[src/rtl/gpio_led_driver_if.sv]
// Register-port bundle between the CPU bus/GPIO bridge and gpio_led_driver.
// master: bridge side (drives write strobe, channel index and data).
// slave : driver side (returns registered readback).
interface gpio_led_driver_if;
   logic        wr_i;
   logic [4:0]  addr_i;
   logic [31:0] wdata_i;
   logic [31:0] rdata_o;

   modport master (
      output wr_i,
      output addr_i,
      output wdata_i,
      input  rdata_o
   );

   modport slave (
      input  wr_i,
      input  addr_i,
      input  wdata_i,
      output rdata_o
   );
endinterface

[src/rtl/gpio_led_driver.sv]
// gpio_led_driver: N_LEDS-channel LED/GPIO output driver.
// Each channel is OFF, ON, BLINK (per-channel half-period in prescaler ticks)
// or PWM-dim (shared PWM counter against per-channel duty). Active-low pins
// selected by ACTIVE_LOW_MASK are inverted at the registered output.
// Optional feature macro: LED_DRIVER_TRAP_OVERRIDE_EN adds trap_i, which forces
// every channel to a shared phase toggling on each PWM counter wrap.
module gpio_led_driver #(
   parameter int unsigned              N_LEDS          = 5,
   parameter int unsigned              PWM_BITS        = 8,
   parameter int unsigned              PRESC_DIV       = 125,
   parameter logic [N_LEDS-1:0]        ACTIVE_LOW_MASK = N_LEDS'(5'b01100)
) (
   input  logic                clk_i,
   input  logic                rst_i,
   gpio_led_driver_if.slave    bus,
`ifdef LED_DRIVER_TRAP_OVERRIDE_EN
   input  logic                trap_i,
`endif
   output logic [N_LEDS-1:0]   led_o
);

   typedef enum logic [1:0] {
      MODE_OFF   = 2'd0,
      MODE_ON    = 2'd1,
      MODE_BLINK = 2'd2,
      MODE_PWM   = 2'd3
   } mode_t;

   localparam int unsigned        PRESC_W    = (PRESC_DIV > 1) ? $clog2(PRESC_DIV) : 1;
   localparam logic [PRESC_W-1:0] PRESC_LAST = PRESC_W'(PRESC_DIV - 1);

   // Elaboration-time parameter range checks.
   if (N_LEDS < 1 || N_LEDS > 32) begin : g_bad_n_leds
      $error("gpio_led_driver: N_LEDS must be 1..32");
   end
   if (PWM_BITS < 2 || PWM_BITS > 16) begin : g_bad_pwm_bits
      $error("gpio_led_driver: PWM_BITS must be 2..16");
   end
   if (PRESC_DIV < 1) begin : g_bad_presc
      $error("gpio_led_driver: PRESC_DIV must be >= 1");
   end

   logic [PRESC_W-1:0]  presc_q;
   logic                tick;
   logic [PWM_BITS-1:0] pwm_q;
   logic                pwm_wrap;

   mode_t               mode_q   [N_LEDS];
   logic [PWM_BITS-1:0] duty_q   [N_LEDS];
   logic [7:0]          period_q [N_LEDS];
   logic [7:0]          blink_q  [N_LEDS];
   logic [N_LEDS-1:0]   phase_q;

   logic [N_LEDS-1:0]   wr_hit;
   logic [N_LEDS-1:0]   lit;
   logic [N_LEDS-1:0]   lit_out;
   logic [31:0]         rd_next;

   // Duty bits above PWM_BITS+7 and the mode-field padding are not stored.
   logic unused_wdata;
   assign unused_wdata = ^{bus.wdata_i[7:2], bus.wdata_i[23:8]};

   // Terminal blink count; a half-period of 0 behaves as 1.
   function automatic logic [7:0] blink_last(input logic [7:0] half_period);
      return (half_period == 8'd0) ? 8'd0 : half_period - 8'd1;
   endfunction

   assign tick     = (presc_q == PRESC_LAST);
   assign pwm_wrap = tick && (pwm_q == '1);

   // Prescaler wraps every PRESC_DIV cycles; the shared PWM counter advances per tick.
   always_ff @(posedge clk_i) begin
      if (rst_i) begin
         presc_q <= '0;
         pwm_q   <= '0;
      end else begin
         presc_q <= tick ? '0 : presc_q + 1'b1;
         if (tick) begin
            pwm_q <= pwm_q + 1'b1;
         end
      end
   end

   // Channel address decode; indices at or above N_LEDS never match.
   always_comb begin
      wr_hit = '0;
      for (int unsigned n = 0; n < N_LEDS; n++) begin
         wr_hit[n] = bus.wr_i && (bus.addr_i == 5'(n));
      end
   end

   // Channel registers and blink state; a write overrides a coincident tick.
   always_ff @(posedge clk_i) begin
      if (rst_i) begin
         for (int unsigned n = 0; n < N_LEDS; n++) begin
            mode_q[n]   <= MODE_OFF;
            duty_q[n]   <= '0;
            period_q[n] <= '0;
            blink_q[n]  <= '0;
         end
         phase_q <= '1;
      end else begin
         for (int unsigned n = 0; n < N_LEDS; n++) begin
            if (wr_hit[n]) begin
               mode_q[n]   <= mode_t'(bus.wdata_i[1:0]);
               duty_q[n]   <= bus.wdata_i[8 +: PWM_BITS];
               period_q[n] <= bus.wdata_i[31:24];
               blink_q[n]  <= '0;
               phase_q[n]  <= 1'b1;
            end else if (mode_q[n] != MODE_BLINK) begin
               blink_q[n] <= '0;
            end else if (tick) begin
               if (blink_q[n] == blink_last(period_q[n])) begin
                  blink_q[n] <= '0;
                  phase_q[n] <= ~phase_q[n];
               end else begin
                  blink_q[n] <= blink_q[n] + 8'd1;
               end
            end
         end
      end
   end

   // Logical (polarity-independent) lit value per channel.
   always_comb begin
      lit = '0;
      for (int unsigned n = 0; n < N_LEDS; n++) begin
         case (mode_q[n])
            MODE_OFF:   lit[n] = 1'b0;
            MODE_ON:    lit[n] = 1'b1;
            MODE_BLINK: lit[n] = phase_q[n];
            MODE_PWM:   lit[n] = (pwm_q < duty_q[n]);
            default:    lit[n] = 1'b0;
         endcase
      end
   end

`ifdef LED_DRIVER_TRAP_OVERRIDE_EN
   logic trap_phase_q;

   // Shared trap phase flips on every PWM counter wrap, whether or not trap_i is set.
   always_ff @(posedge clk_i) begin
      if (rst_i) begin
         trap_phase_q <= 1'b1;
      end else if (pwm_wrap) begin
         trap_phase_q <= ~trap_phase_q;
      end
   end

   // Trap override replaces every channel's value without touching its registers.
   always_comb begin
      lit_out = trap_i ? {N_LEDS{trap_phase_q}} : lit;
   end
`else
   logic unused_wrap;
   assign unused_wrap = pwm_wrap;

   // Without the trap feature the outputs follow the channel registers only.
   always_comb begin
      lit_out = lit;
   end
`endif

   // Readback word for the addressed channel; out-of-range index reads 0.
   always_comb begin
      rd_next = '0;
      for (int unsigned n = 0; n < N_LEDS; n++) begin
         if (bus.addr_i == 5'(n)) begin
            rd_next[1:0]          = mode_q[n];
            rd_next[8 +: PWM_BITS] = duty_q[n];
            rd_next[31:24]        = period_q[n];
         end
      end
   end

   // Registered pin and readback outputs; pins are polarity-corrected here.
   always_ff @(posedge clk_i) begin
      if (rst_i) begin
         led_o       <= ACTIVE_LOW_MASK;
         bus.rdata_o <= '0;
      end else begin
         led_o       <= lit_out ^ ACTIVE_LOW_MASK;
         bus.rdata_o <= rd_next;
      end
   end

endmodule

[src/flat_wrapper.sv]
// flat-port wrapper written by rule: the top's interface ports become plain ports
module gpio_led_driver_flat 
#(
   parameter int unsigned              N_LEDS          = 5,
   parameter int unsigned              PWM_BITS        = 8,
   parameter int unsigned              PRESC_DIV       = 125,
   parameter logic [N_LEDS-1:0]        ACTIVE_LOW_MASK = N_LEDS'(5'b01100)
)
  (clk_i, rst_i, led_o, bus_wr_i, bus_addr_i, bus_wdata_i, bus_rdata_o);
  gpio_led_driver_if bus_i ();
  input  logic clk_i;
  input  logic rst_i;
  output logic [N_LEDS-1:0] led_o;
  input wire logic [$bits(bus_i.wr_i)-1:0] bus_wr_i;
  input wire logic [$bits(bus_i.addr_i)-1:0] bus_addr_i;
  input wire logic [$bits(bus_i.wdata_i)-1:0] bus_wdata_i;
  output wire logic [$bits(bus_i.rdata_o)-1:0] bus_rdata_o;
  assign bus_i.wr_i = bus_wr_i;
  assign bus_i.addr_i = bus_addr_i;
  assign bus_i.wdata_i = bus_wdata_i;
  assign bus_rdata_o = bus_i.rdata_o;
  gpio_led_driver #(.N_LEDS(N_LEDS), .PWM_BITS(PWM_BITS), .PRESC_DIV(PRESC_DIV), .ACTIVE_LOW_MASK(ACTIVE_LOW_MASK)) u_core (.clk_i(clk_i), .rst_i(rst_i), .bus(bus_i), .led_o(led_o));
endmodule
[config.mk]
export PLATFORM = sky130hd
export DESIGN_NAME = gpio_led_driver_flat
export DESIGN_NICKNAME = d
export VERILOG_FILES = /design/src/rtl/gpio_led_driver_if.sv /design/src/rtl/gpio_led_driver.sv /design/src/flat_wrapper.sv
export SDC_FILE = /design/constraint.sdc
export NUM_CORES = 1
export LEC_CHECK = 0
export ABC_CLOCK_PERIOD_IN_PS = 5500
export BUFFER_PORTS_ARGS = -buffer_cell sky130_fd_sc_hd__buf_2
export CAP_MARGIN = 20
export CORE_MARGIN = 2
export CORE_UTILIZATION = 64
export DETAILED_ROUTE_END_ITERATION = 10
export HOLD_SLACK_MARGIN = 0.05
export PLACE_DENSITY_LB_ADDON = 0.05
export REMOVE_ABC_BUFFERS = 1
export SETUP_SLACK_MARGIN = 0.02
export SYNTH_ARGS = -nofsm -noshare
export SYNTH_HDL_FRONTEND = slang
export SYNTH_SLANG_ARGS = --single-unit
[constraint.sdc]
create_clock -name clk_i -period 5.5 [get_ports clk_i]
set_input_delay 0.55 -clock clk_i [delete_from_list [all_inputs] [get_ports clk_i]]
set_output_delay 0.55 -clock clk_i [all_outputs]
set_load 0.02 [all_outputs]
# == Word-level counts from Yosys, hierarchy flattened ==
# Memories as Yosys holds them, arrays and structs flattened.
# Index checks and enable logic that the tools add are counted.
# op_classes
n_lt_le_gt_ge,5
n_eq_ne,30
n_mux,157
reduce_logical,27
bitwise,46
n_addsub,12
# ops
operator,count
$mux 8,45
$mux 1,97
$add 8x1->8 const B,6
$eq 8x8->1,5
$logic_not 8->1,5
$lt 8x8->1,5
$sub 8x1->8 const B,5
$or 1x1->1,35
$eq 2x2->1 const B,10
$mux 2,10
$pmux 1 s4,5
$reduce_and 3->1,5
$reduce_or 2->1,6
$eq 2x1->1 const B,5
$eq 5x2->1 const B,2
$logic_not 2->1,5
$ne 2x2->1 const B,5
$not 1->1,10
$add 7x1->7 const B,1
$eq 7x7->1 const B,1
$eq 5x1->1 const B,1
$eq 5x3->1 const B,1
$logic_and 1x1->1,5
$logic_not 5->1,1
$not 2->2,1
# word_totals
n_memories,4
input_bits,40
ramBits,130
elab_cells,291
out_inout_bits,37
regBits,57
# mem_list
memory,words,word_bits,rd,rd_ports_with_merged_regs,wr,line,rtl
u_core.blink_q,5,8,5,0,5,gpio_led_driver.sv:51,logic [7:0] blink_q [N_LEDS];
u_core.duty_q,5,8,5,0,5,gpio_led_driver.sv:49,logic [PWM_BITS-1:0] duty_q [N_LEDS];
u_core.period_q,5,8,5,0,5,gpio_led_driver.sv:50,logic [7:0] period_q [N_LEDS];
u_core.mode_q,5,2,5,0,5,gpio_led_driver.sv:48,mode_t mode_q [N_LEDS];

# == Depth between registers and ports, before layout ==
# Gate-level depths: netlist of run 1.
# An unclocked memory read counts as a cell.
# depth
word_depth,12
depth_mapped,10
mapped_depth_nobuf,9

# == Least setup slack after synthesis of run 1 ==
# No wires, ideal clock.
# synth_path
path_type,register to register
from,mem u_core.period_q[1][0]
to,mem u_core.blink_q[1][2] (data pin)
slack_ns,2.718
arrival_ns,2.519
n_path_buf,0
required_time_ns,5.237
setup_ns,0.263
synth_period_minus_slack_ns,2.782
path_stages_with_launch,10
cell_sequence,edfxtp_1 > inv_1 > ha_1 > or3b_2 > or3_1 > nor3_1 > o211ai_1 > or4_1 > nand4_1 > nor2_1
# synth_lines
element,line
"start, declared",gpio_led_driver.sv:50
"end, declared",gpio_led_driver.sv:51

==> results.md, run 1 <==
* Crit. End Element: flop
* Total CTS buffers at 17
* Max-slew violations at 0
* Gp weighted congestion at approximately 0.87
* CTS Hold Bufs at 0
* Total Routed Length at 22.2 mm
* Slew HR at approximately 28%
* Floorplan core area at 14600 µm²
* Status: finished clean
* Post-CTS resize count at 0
* Setup violations, final at 0
* Clk Latency, worst-skew pair at approximately 0.43 ns
* Initial drt markers at 652
* Site Rows at 44
* Vias in the first global route at 7125
* Largest net degree at the start of global routing at 44
* Ys flop type: edfxtp_1
* Final Hold Fails at 0
* Die X at 126 µm
* Fin area at roughly 11000 µm²
* Drt drc at 0
* Final Net Count at 1043
* Fin crit period at 3.43 ns
* Peak supply drop at 0.000224 V
* Dpl cell area at 9920 µm²
* Clock Sinks at 173
* F_max at 0.292 GHz
* Vias per cell at 6.20
* Layout cells sized above 1 at 10.0%
* Number of diodes at 0
* RSZ-0062 raised after global routing: no
* First-pass GRT wire length at 35.6 mm
* Gr usage total at 28.5%
* Worst stage delay on the critical path at 0.66 ns
* Root buffer cell: clkbuf_16
* Antenna violations before repair at 0
* Synth Instances at 915
* CTS H-Tree Depth at 4
* Synthesized area per cell at 10.5 µm²
* Fill cells at 1029
* FFs w/ async S/R, synth at 0%
* Crit path max-delay cell type: nor3b_1
* I/O pin cnt at 77
* Synth Cell Area at 9590 µm²
* Setup tns final at 0 ns
* Placed insts at around 1100
* Ys Warns at 0
* Data required time of the critical path at 5.68 ns
* Clock transition at path regs at 0.06 ns
* Post-synthesis register bit count at 173
* Max-cap violations at 0
* Pre-Repair DR Iteration Count at 5
* P_leak at roughly 4.3 nW
* # Post-CTS Setup Buffers at 0
* Setup Skew at 0.00860 ns
* WP data arrival at approximately 3.6 ns
* HP Class: input pin to flop
* HPWL Detailed at 15.5 mm
* DR vias at 7138
* Area delta synth->final at 9.67%
* Initial Util at about 66%
* Power per cell area at roughly 290 nW/µm²
* Synth unique cells at 60
* Crit-path max FO at 8
* Critical Setup Path Class: flop to flop
* Sequential-to-total area share from yosys stat at between 40% and 50%
* Routed Antenna Nets at 0
* Die height at 126 µm
* Largest delay share family, worst path: simple AND/OR/NAND/NOR gates
* Worst Tran Pin Value at 1.09 ns
* GRT overflow at 0
* Fin crit share at 62.3%
* Worst-path cell chain: inv_1, ha_1, nor3b_1, nand3_1, a211oi_1, a2bb2o_1, nor4b_2, nand4b_2, nor2_1
* Routed WL per cell at 19.3 µm
* CTS tree: built
* Setup crit start kind: flop
* Die area at 16000 µm²
* CTS max path bufs at 2
* Port-buffer cells at 48
* Non-Filler Instances at 1151
* Post-synth EDFFs at 130
* Crit path buf inv count at 1
cell usage after synthesis, types with 13 or more instances:
cell / n / area (µm²)
a21o_1: 13 / 97.6
mux2i_1: 39 / 390
buf_4: 14 / 105
inv_1: 64 / 240
nor3_1: 15 / 75.1
and3_1: 13 / 81.3
edfxtp_1: 130 / 3900
ha_1: 49 / 613
nand2_1: 30 / 113
dfxtp_1: 43 / 861
nor2_1: 101 / 379
nand3_1: 27 / 135
clkbuf_1: 25 / 93.8
or4_1: 16 / 120
xnor2_1: 44 / 385
and2_1: 22 / 138
xor2_1: 30 / 263
a21oi_1: 46 / 230
o21ai_0: 29 / 145
o22ai_1: 23 / 144
kinds of logic after synthesis:
| family | Yosys count | synth area share (%) |
|---|---|---|
| buf+inv | 108 | 4.78 |
| flops | 173 | 49.7 |
| mux | 40 | 4.31 |
| compound gates | 163 | 10.8 |
| other cells | 1 | 0.0391 |
| fa+ha+maj | 49 | 6.40 |
| xor+xnor | 74 | 6.76 |
| simple gates | 307 | 17.2 |
area by class of cell:
| type | count | area, µm² | area share [%] |
|---|---|---|---|
| clock buffer | 25 | 551 | 5.24 |
| clock inverter | 7 | 47.5 | 0.452 |
| inverter | 64 | 240 | 2.28 |
| multi-input combinational | 647 | 4420 | 42.0 |
| sequential | 173 | 4760 | 45.3 |
| tap | 184 | 230 | 2.19 |
| timing repair buffer | 51 | 263 | 2.50 |
worst paths after layout:
| kind | start | to | slack, ns | cells past startpoint |
|---|---|---|---|---|
| max | u_core.period_q[0][0]$_DFFE_PP_ | u_core.blink_q[0][5]$_SDFFCE_PN0P_ | 2.07 | 9 |
| min | bus_wdata_i[11] | u_core.duty_q[0][27]$_DFFE_PP_ | 0.48 | 2 |
| min reg2reg | u_core.presc_q[0]$_SDFF_PP0_ | u_core.presc_q[0]$_SDFF_PP0_ | 0.49 | 1 |
| max reg2reg | u_core.period_q[0][0]$_DFFE_PP_ | u_core.blink_q[0][5]$_SDFFCE_PN0P_ | 2.07 | 9 |
cell usage in the layout (no fill, tap or decap), types with 15 or more instances in the layout:
| cell type | count |
|---|---|
| ha_1 | 49 |
| or4_1 | 16 |
| nand3_1 | 27 |
| nand2_1 | 30 |
| mux2i_1 | 39 |
| nor3_1 | 15 |
| xor2_1 | 30 |
| edfxtp_1 | 130 |
| dfxtp_1 | 43 |
| o22ai_1 | 23 |
| a21oi_1 | 46 |
| nor2_1 | 101 |
| clkbuf_16 | 21 |
| xnor2_1 | 44 |
| o21ai_0 | 29 |
| and2_1 | 22 |
| inv_1 | 64 |
| buf_2 | 48 |
report_power, final:
| group | internal [W] | switching [W] |
|---|---|---|
| clock | 0.000699 | 0.000500 |
| combinational | 0.000116 | 0.000169 |
| sequential | 0.00147 | 0.0000711 |
through the flow:
step / worst slack (ns) / total power, W / util (%) / hold slack [ns]
6_report: 2.07 / 0.00302 / 72.1 / 0.480
5_1_grt: 1.85 / 0.00311 / 72.1 / 0.520
4_1_cts: 2.12 / 0.00302 / 72.1 / 0.475
3_5_place_dp: 2.11 / 0.00184 / 68.0 / 0.480
3_3_place_gp: 2.35 / 0.00183 / 68.0 / 0.443
2_1_floorplan: 2.72 / 0.00174 / - / 0.430
per-layer routing:
layer | vias up | track usage, % | wire length [µm]
met5 | - | 0 | 0
met4 | 0 | 11.5 | 595
met3 | 42 | 4.43 | 1250
met2 | 273 | 48.9 | 11000
met1 | 3449 | 36.3 | 9340
li1 | 3374 | - | -
flip-flops by register name (all words and copies together), names as in the netlist:
signal and flops:
u_core.blink_q 40, u_core.bus.rdata_o 18, u_core.duty_q 40, u_core.led_o 5
u_core.mode_q 10, u_core.period_q 40, u_core.phase_q 5, u_core.presc_q 7
u_core.pwm_q 8
No activity file was read; power rests on OpenSTA's default activity.
==> run 2: changes to the inputs <==
Settings changed: ABC_CLOCK_PERIOD_IN_PS 5500 to 3000, CORE_UTILIZATION 64 to 55.
Clock period 5.5 ns to 3 ns, I/O delays scaled along.
==> run 2 against run 1 <==
Maximum frequency increased by 20%. Die area increased by 16%. Final cell count increased by 7.0%. Highest routed layer unchanged.
==> results.md, run 2 (synthesis results as in run 1) <==
* Status: finished clean
* Power per cell area at 502 nW/µm² (+75%)
* Dpl cell area at 10200 µm² (+2.7%)
* Routed WL per cell at 19.1 µm (-0.83%)
* CTS max path bufs at 2 (unchanged)
* Gr usage total at 26.0% (-2.5 points)
* Clock Sinks at 173 (unchanged)
* Crit path max-delay cell type: or4b_4
* Commonest non-fill, non-tap cell in the layout: edfxtp_1
* Total Routed Length at 23.6 mm (+6.1%)
* Overall Power at 0.00547 W (+81%)
* DR vias at 7301 (+2.3%)
* Largest regs: u_core.blink_q (40), u_core.duty_q (40), u_core.period_q (40)
* Drt drc at 0 (unchanged)
* HP Class: input pin to flop
* Fin Hold WS at 0.232 ns (-0.248 ns)
* Initial drt markers at 669 (+2.6%)
* Area delta synth->final at 13.5%
* First-pass GRT wire length at 36.6 mm (+2.8%)
* Setup Skew at 0.00921 ns (+0.000608 ns)
* Number of diodes at 0 (unchanged)
* Die area at 18500 µm² (+16%)
* Die height at 136 µm (+7.6%)
* Initial Util at 55.8% (-9.9 points)
* Site Rows at 48 (+9.1%)
* Peak supply drop at 0.000464 V (+110%)
* Crit-path max FO at 8 (unchanged)
* Root buffer cell: clkbuf_16
* Clock transition at path regs at 0.07 ns (about the same)
* Floorplan core area at 17200 µm² (+18%)
* Clk Latency, worst-skew pair at 0.44 ns (about the same)
* Worst stage delay on the critical path at 0.50 ns (-0.16 ns)
* Worst Tran Pin Value at 0.951 ns (-0.134 ns)
* Antenna violations before repair at 0 (unchanged)
* F_max at 0.349 GHz (+20%)
* Setup violations, final at 0 (unchanged)
* Critical Setup Path Class: flop to flop
* Pre-Repair DR Iteration Count at 6 (+1)
* Routed Antenna Nets at 0 (unchanged)
* Port-buffer cells at 48 (unchanged)
* Worst-path cell chain: inv_1, ha_2, or4b_4, nor4_4, a21oi_1, o32a_1, a2111o_1, o2111ai_4, nor2_1
* Setup crit start kind: flop
* Total CTS buffers at 17 (unchanged)
* Final core occ at 63.3% (-8.7 points)
* RSZ-0062 raised after global routing: no
* Gp weighted congestion at 0.899 (+3.3%)
* WP data arrival at 3.04 ns (-0.57 ns)
* Crit path buf inv count at 1 (unchanged)
* Max-slew violations at 0 (unchanged)
* P_leak at 4.44 nW (+4.5%)
* Fin crit period at 2.86 ns (-0.566 ns)
* Vias in the first global route at 7064 (-0.86%)
* Most frequent cells in the layout: edfxtp_1 (130), nor2_1 (101), inv_1 (64)
* Slew HR at 36.6% (+8.9 points)
* Data required time of the critical path at 3.18 ns (-2.50 ns)
* Largest net degree at the start of global routing at 26 (-41%)
* Vias per cell at 5.93 (-4.4%)
* GRT overflow at 0 (unchanged)
* Layout cells sized above 1 at 14.4% (+4.4 points)
* Largest delay share family, worst path: compound AO/OA/AOI/OAI gates
* Final Hold Fails at 0 (unchanged)
* CTS H-Tree Depth at 4 (unchanged)
* I/O pin cnt at 77 (unchanged)
* Fin crit share at 95.4% (+33 points)
* Die X at 136 µm (+7.6%)
* Max-cap violations at 0 (unchanged)
* HPWL Detailed at 17.0 mm (+9.5%)
* Crit. End Element: flop
* Fin area at 10900 µm² (+3.5%)
* CTS tree: built
* Final Net Count at 1082 (+3.7%)
[run 2: per-stage QoR]
step	setup TNS, ns	setup WS (ns)	cells
after floorplan	0	0.218	884
after global placement	0	0.0277	1189
after detailed placement	-0.208	-0.0421	1189
after CTS	0	0.0470	1224
after global routing	0	0.0180	1231
final	0	0.137	1231
[run 2: cell type report]
type / instances / area, µm²
multi-input combinational: 647 / 4470
sequential: 173 / 4760
fill: 1392 / 6300
clock inverter: 13 / 108
inverter: 64 / 240
timing repair buffer: 90 / 572
clock buffer: 19 / 443
tap: 225 / 282
[run 2: repair_timing]
item,4_1_cts,5_1_grt
resized for setup,1,10
endpoints found under the hold margin,0,0
setup endpoints to repair,10,40
pin swaps,0,2
buffers inserted,3,6
hold buffers,0,0
[run 2: metal layers]
layer | track usage (%) | vias up | wire length [µm]
met1 | 33.0 | 3566 | 10100
met4 | 8.97 | 0 | 497
li1 | - | 3446 | -
met2 | 44.3 | 245 | 11600
met5 | 0 | - | 0
met3 | 5.33 | 44 | 1350
[run 2: path summary, 6_finish.rpt]
kind                                         from                            endpoint  slack [ns]  cells past startpoint
hold / removal                    bus_wdata_i[12]      u_core.duty_q[0][20]$_DFFE_PP_        0.23                      2
hold reg to reg      u_core.presc_q[0]$_SDFF_PP0_        u_core.presc_q[0]$_SDFF_PP0_        0.48                      1
setup reg to reg  u_core.period_q[4][1]$_DFFE_PP_  u_core.blink_q[4][5]$_SDFFCE_PN0P_        0.14                      9
setup / recovery  u_core.period_q[4][1]$_DFFE_PP_  u_core.blink_q[4][5]$_SDFFCE_PN0P_        0.14                      9
[run 2: power by group]
| group | switching [W] | total (W) | internal, W |
|---|---|---|---|
| logic | 0.000332 | 0.000575 | 0.000243 |
| registers | 0.000124 | 0.00281 | 0.00269 |
| clock network | 0.000979 | 0.00208 | 0.00110 |
==> run 3: changes to the inputs <==
Settings changed: CORE_UTILIZATION 55 to 42.
==> run 3 against run 2 <==
Via count down 5.8%. Critical endpoint is now u_core.blink_q[1][7]$_SDFFCE_PN0P_. Final cell count up 5.9%. Sequential power about the same. Highest routed layer unchanged. First-iteration DRC count fell by 48%. Sequential share of layout area down 0.98 points. Critical path depth is 1 higher. Die area is 30% higher. Core utilization down 14 points.
==> results.md, run 3 (synthesis results as in run 1) <==
* Status: finished clean
* Fin crit share at 94.1% (-1.3 points)
* Initial Util at 42.6% (-13 points)
* Die area at 24000 µm² (+30%)
* Die X at 155 µm (+14%)
* DR vias at 6880 (-5.8%)
* Vias in the first global route at 6672 (-5.5%)
* Final Hold Fails at 0 (unchanged)
* Dpl ws at 0.0192 ns (+0.0612 ns)
* Worst hold path stage count at 2 (unchanged)
* Gr usage total at 20.0% (-6.0 points)
* Worst Tran Pin Value at 0.569 ns (-0.382 ns)
* Gp weighted congestion at 0.796 (-11%)
* Setup Skew at 0.0140 ns (+0.00480 ns)
* I/O pin cnt at 77 (unchanged)
* Drt drc at 0 (unchanged)
* Die height at 155 µm (+14%)
* Clock transition at path regs at 0.07 ns (about the same)
* Floorplan core area at 22500 µm² (+31%)
* Clock Sinks at 173 (unchanged)
* Final Net Count at 1095 (+1.2%)
* Total Routed Length at 23.1 mm (-1.8%)
* Initial drt markers at 348 (-48%)
* Largest regs: u_core.blink_q (40), u_core.duty_q (40), u_core.period_q (40)
* Number of diodes at 0 (unchanged)
* CTS max path bufs at 2 (unchanged)
* Area delta synth->final at 16.1%
* Worst r2r src: u_core.period_q[1][1]$_DFFE_PP_
* HP Class: input pin to flop
* WP data arrival at 3.01 ns (-0.03 ns)
* Layout cells sized above 1 at 16.0% (+1.6 points)
* Top sig layer: met4
* GRT overflow at 0 (unchanged)
* Setup violations, final at 0 (unchanged)
* Crit. End Element: flop
* Reg2Reg Depth at 10 (+1)
* R2R setup slack at 0.18 ns (+0.04 ns)
* WHS Endpoint: u_core.duty_q[0][33]$_DFFE_PP_
* Antenna violations before repair at 0 (unchanged)
* Site Rows at 55 (+15%)
* Pre-Repair DR Iteration Count at 5 (-1)
* Peak supply drop at 0.000325 V (-30%)
* CTS tree: built
* Fin crit period at 2.82 ns (-0.0403 ns)
* Overall Power at 0.00558 W (+2.2%)
* CTS H-Tree Depth at 4 (unchanged)
* Most frequent cells in the layout: edfxtp_1 (130), nor2_1 (101), inv_1 (62)
* First-pass GRT wire length at 36.5 mm (-0.23%)
* Vias per cell at 5.28 (-11%)
* Worst R2R End: u_core.blink_q[1][7]$_SDFFCE_PN0P_
* Setup crit start kind: flop
* Clk Latency, worst-skew pair at 0.43 ns (about the same)
* Final worst setup slack at 0.177 ns (+0.0403 ns)
* Critical Setup Path Class: flop to flop
* F_max at 0.354 GHz (+1.4%)
* Max-slew violations at 0 (unchanged)
* Commonest non-fill, non-tap cell in the layout: edfxtp_1
* Final core occ at 49.5% (-14 points)
* Crit-path max FO at 8 (unchanged)
* Root buffer cell: clkbuf_16
* HPWL Detailed at 17.0 mm (+0.22%)
* Slew HR at 61.9% (+25 points)
* Power per cell area at 502 nW/µm² (-0.12%)
* Routed WL per cell at 17.7 µm (-7.3%)
* Port-buffer cells at 48 (unchanged)
* Largest net degree at the start of global routing at 27 (+3.8%)
* Data required time of the critical path at 3.18 ns (about the same)
* Met3 wire length at 575 µm (-57%)
* Metal-1 WL at 10.6 mm (+4.5%)
* Worst hold path startpoint: bus_wdata_i[9]
* Routed wl met2 at 11.6 mm (about the same)
* Routed Antenna Nets at 0 (unchanged)
* Max-cap violations at 0 (unchanged)
* Total CTS buffers at 17 (unchanged)
* P_leak at 4.53 nW (+1.9%)
==> run 3: changes by cell type in the layout (fill, tap and decap cells not counted), sizes merged <==
cell,change
buf,+13
inv,+5
bufinv,+1
clkinv,-8
clkinvlp,+3
clkbuf,-1
==> run 3: worst max-delay path: stages, from the launching register on <==
cell and delay (ns):
edfxtp_1 0.45, inv_1 0.09, ha_2 0.16, or3b_4 0.39
or3_4 0.33, nor3_2 0.10, o211ai_1 0.09, or4_4 0.58
nand4_1 0.18, buf_12 0.15, nor2_1 0.05
==> run 3: routing by layer <==
metal	track usage, %	vias up
met3	3.01	30
met5	0	-
li1	-	3479
met2	35.6	111
met4	5.34	0
met1	25.5	3260
==> run 3: worst max path at each step <==
stage	from	endpoint	depth (start not counted)
finish	u_core.period_q[1][1]$_DFFE_PP_	u_core.blink_q[1][7]$_SDFFCE_PN0P_	10
global route	u_core.period_q[1][1]$_DFFE_PP_	u_core.blink_q[1][7]$_SDFFCE_PN0P_	10
CTS	u_core.period_q[3][1]$_DFFE_PP_	u_core.blink_q[3][7]$_SDFFCE_PN0P_	9
detailed placement	u_core.period_q[3][1]$_DFFE_PP_	u_core.blink_q[3][4]$_SDFFCE_PN0P_	9
global placement	u_core.period_q[1][1]$_DFFE_PP_	u_core.blink_q[1][0]$_SDFFCE_PN0P_	10
floorplan	u_core.period_q[1][0]$_DFFE_PP_	u_core.blink_q[1][2]$_SDFFCE_PN0P_	9
==> run 3: final cells by class <==
class / count / area, µm²
flip-flops and latches: 173 / 4760
clock inverters: 14 / 148
multi-input cells: 647 / 4490
inverters: 64 / 240
fillers: 2098 / 11400
well taps: 285 / 357
repair buffers: 103 / 707
clock buffers: 18 / 429
==> run 3: per-stage QoR <==
stage                     instances  hold slack [ns]  instance area [µm²]  setup TNS [ns]
after CTS                      1298            0.231                11000               0
after global placement         1266            0.452                10400               0
after global routing           1304            0.250                11100         -0.0182
after detailed placement       1266            0.460                10400               0
final                          1304            0.241                11100               0
after floorplan                 884            0.369                 9420               0
==> run 3: where the power goes <==
part	switching [W]	internal, W	total, W
Clock	0.00102	0.00118	0.00220
Sequential	0.000118	0.00269	0.00280
Combinational	0.000329	0.000254	0.000583
Total	0.00146	0.00412	0.00558
==> run 3: what timing repair did <==
action,in CTS,in global routing
hold buffers,0,0
buffers inserted,0,6
endpoints found under the setup margin,3,43
pin swaps,0,4
resized for setup,1,17
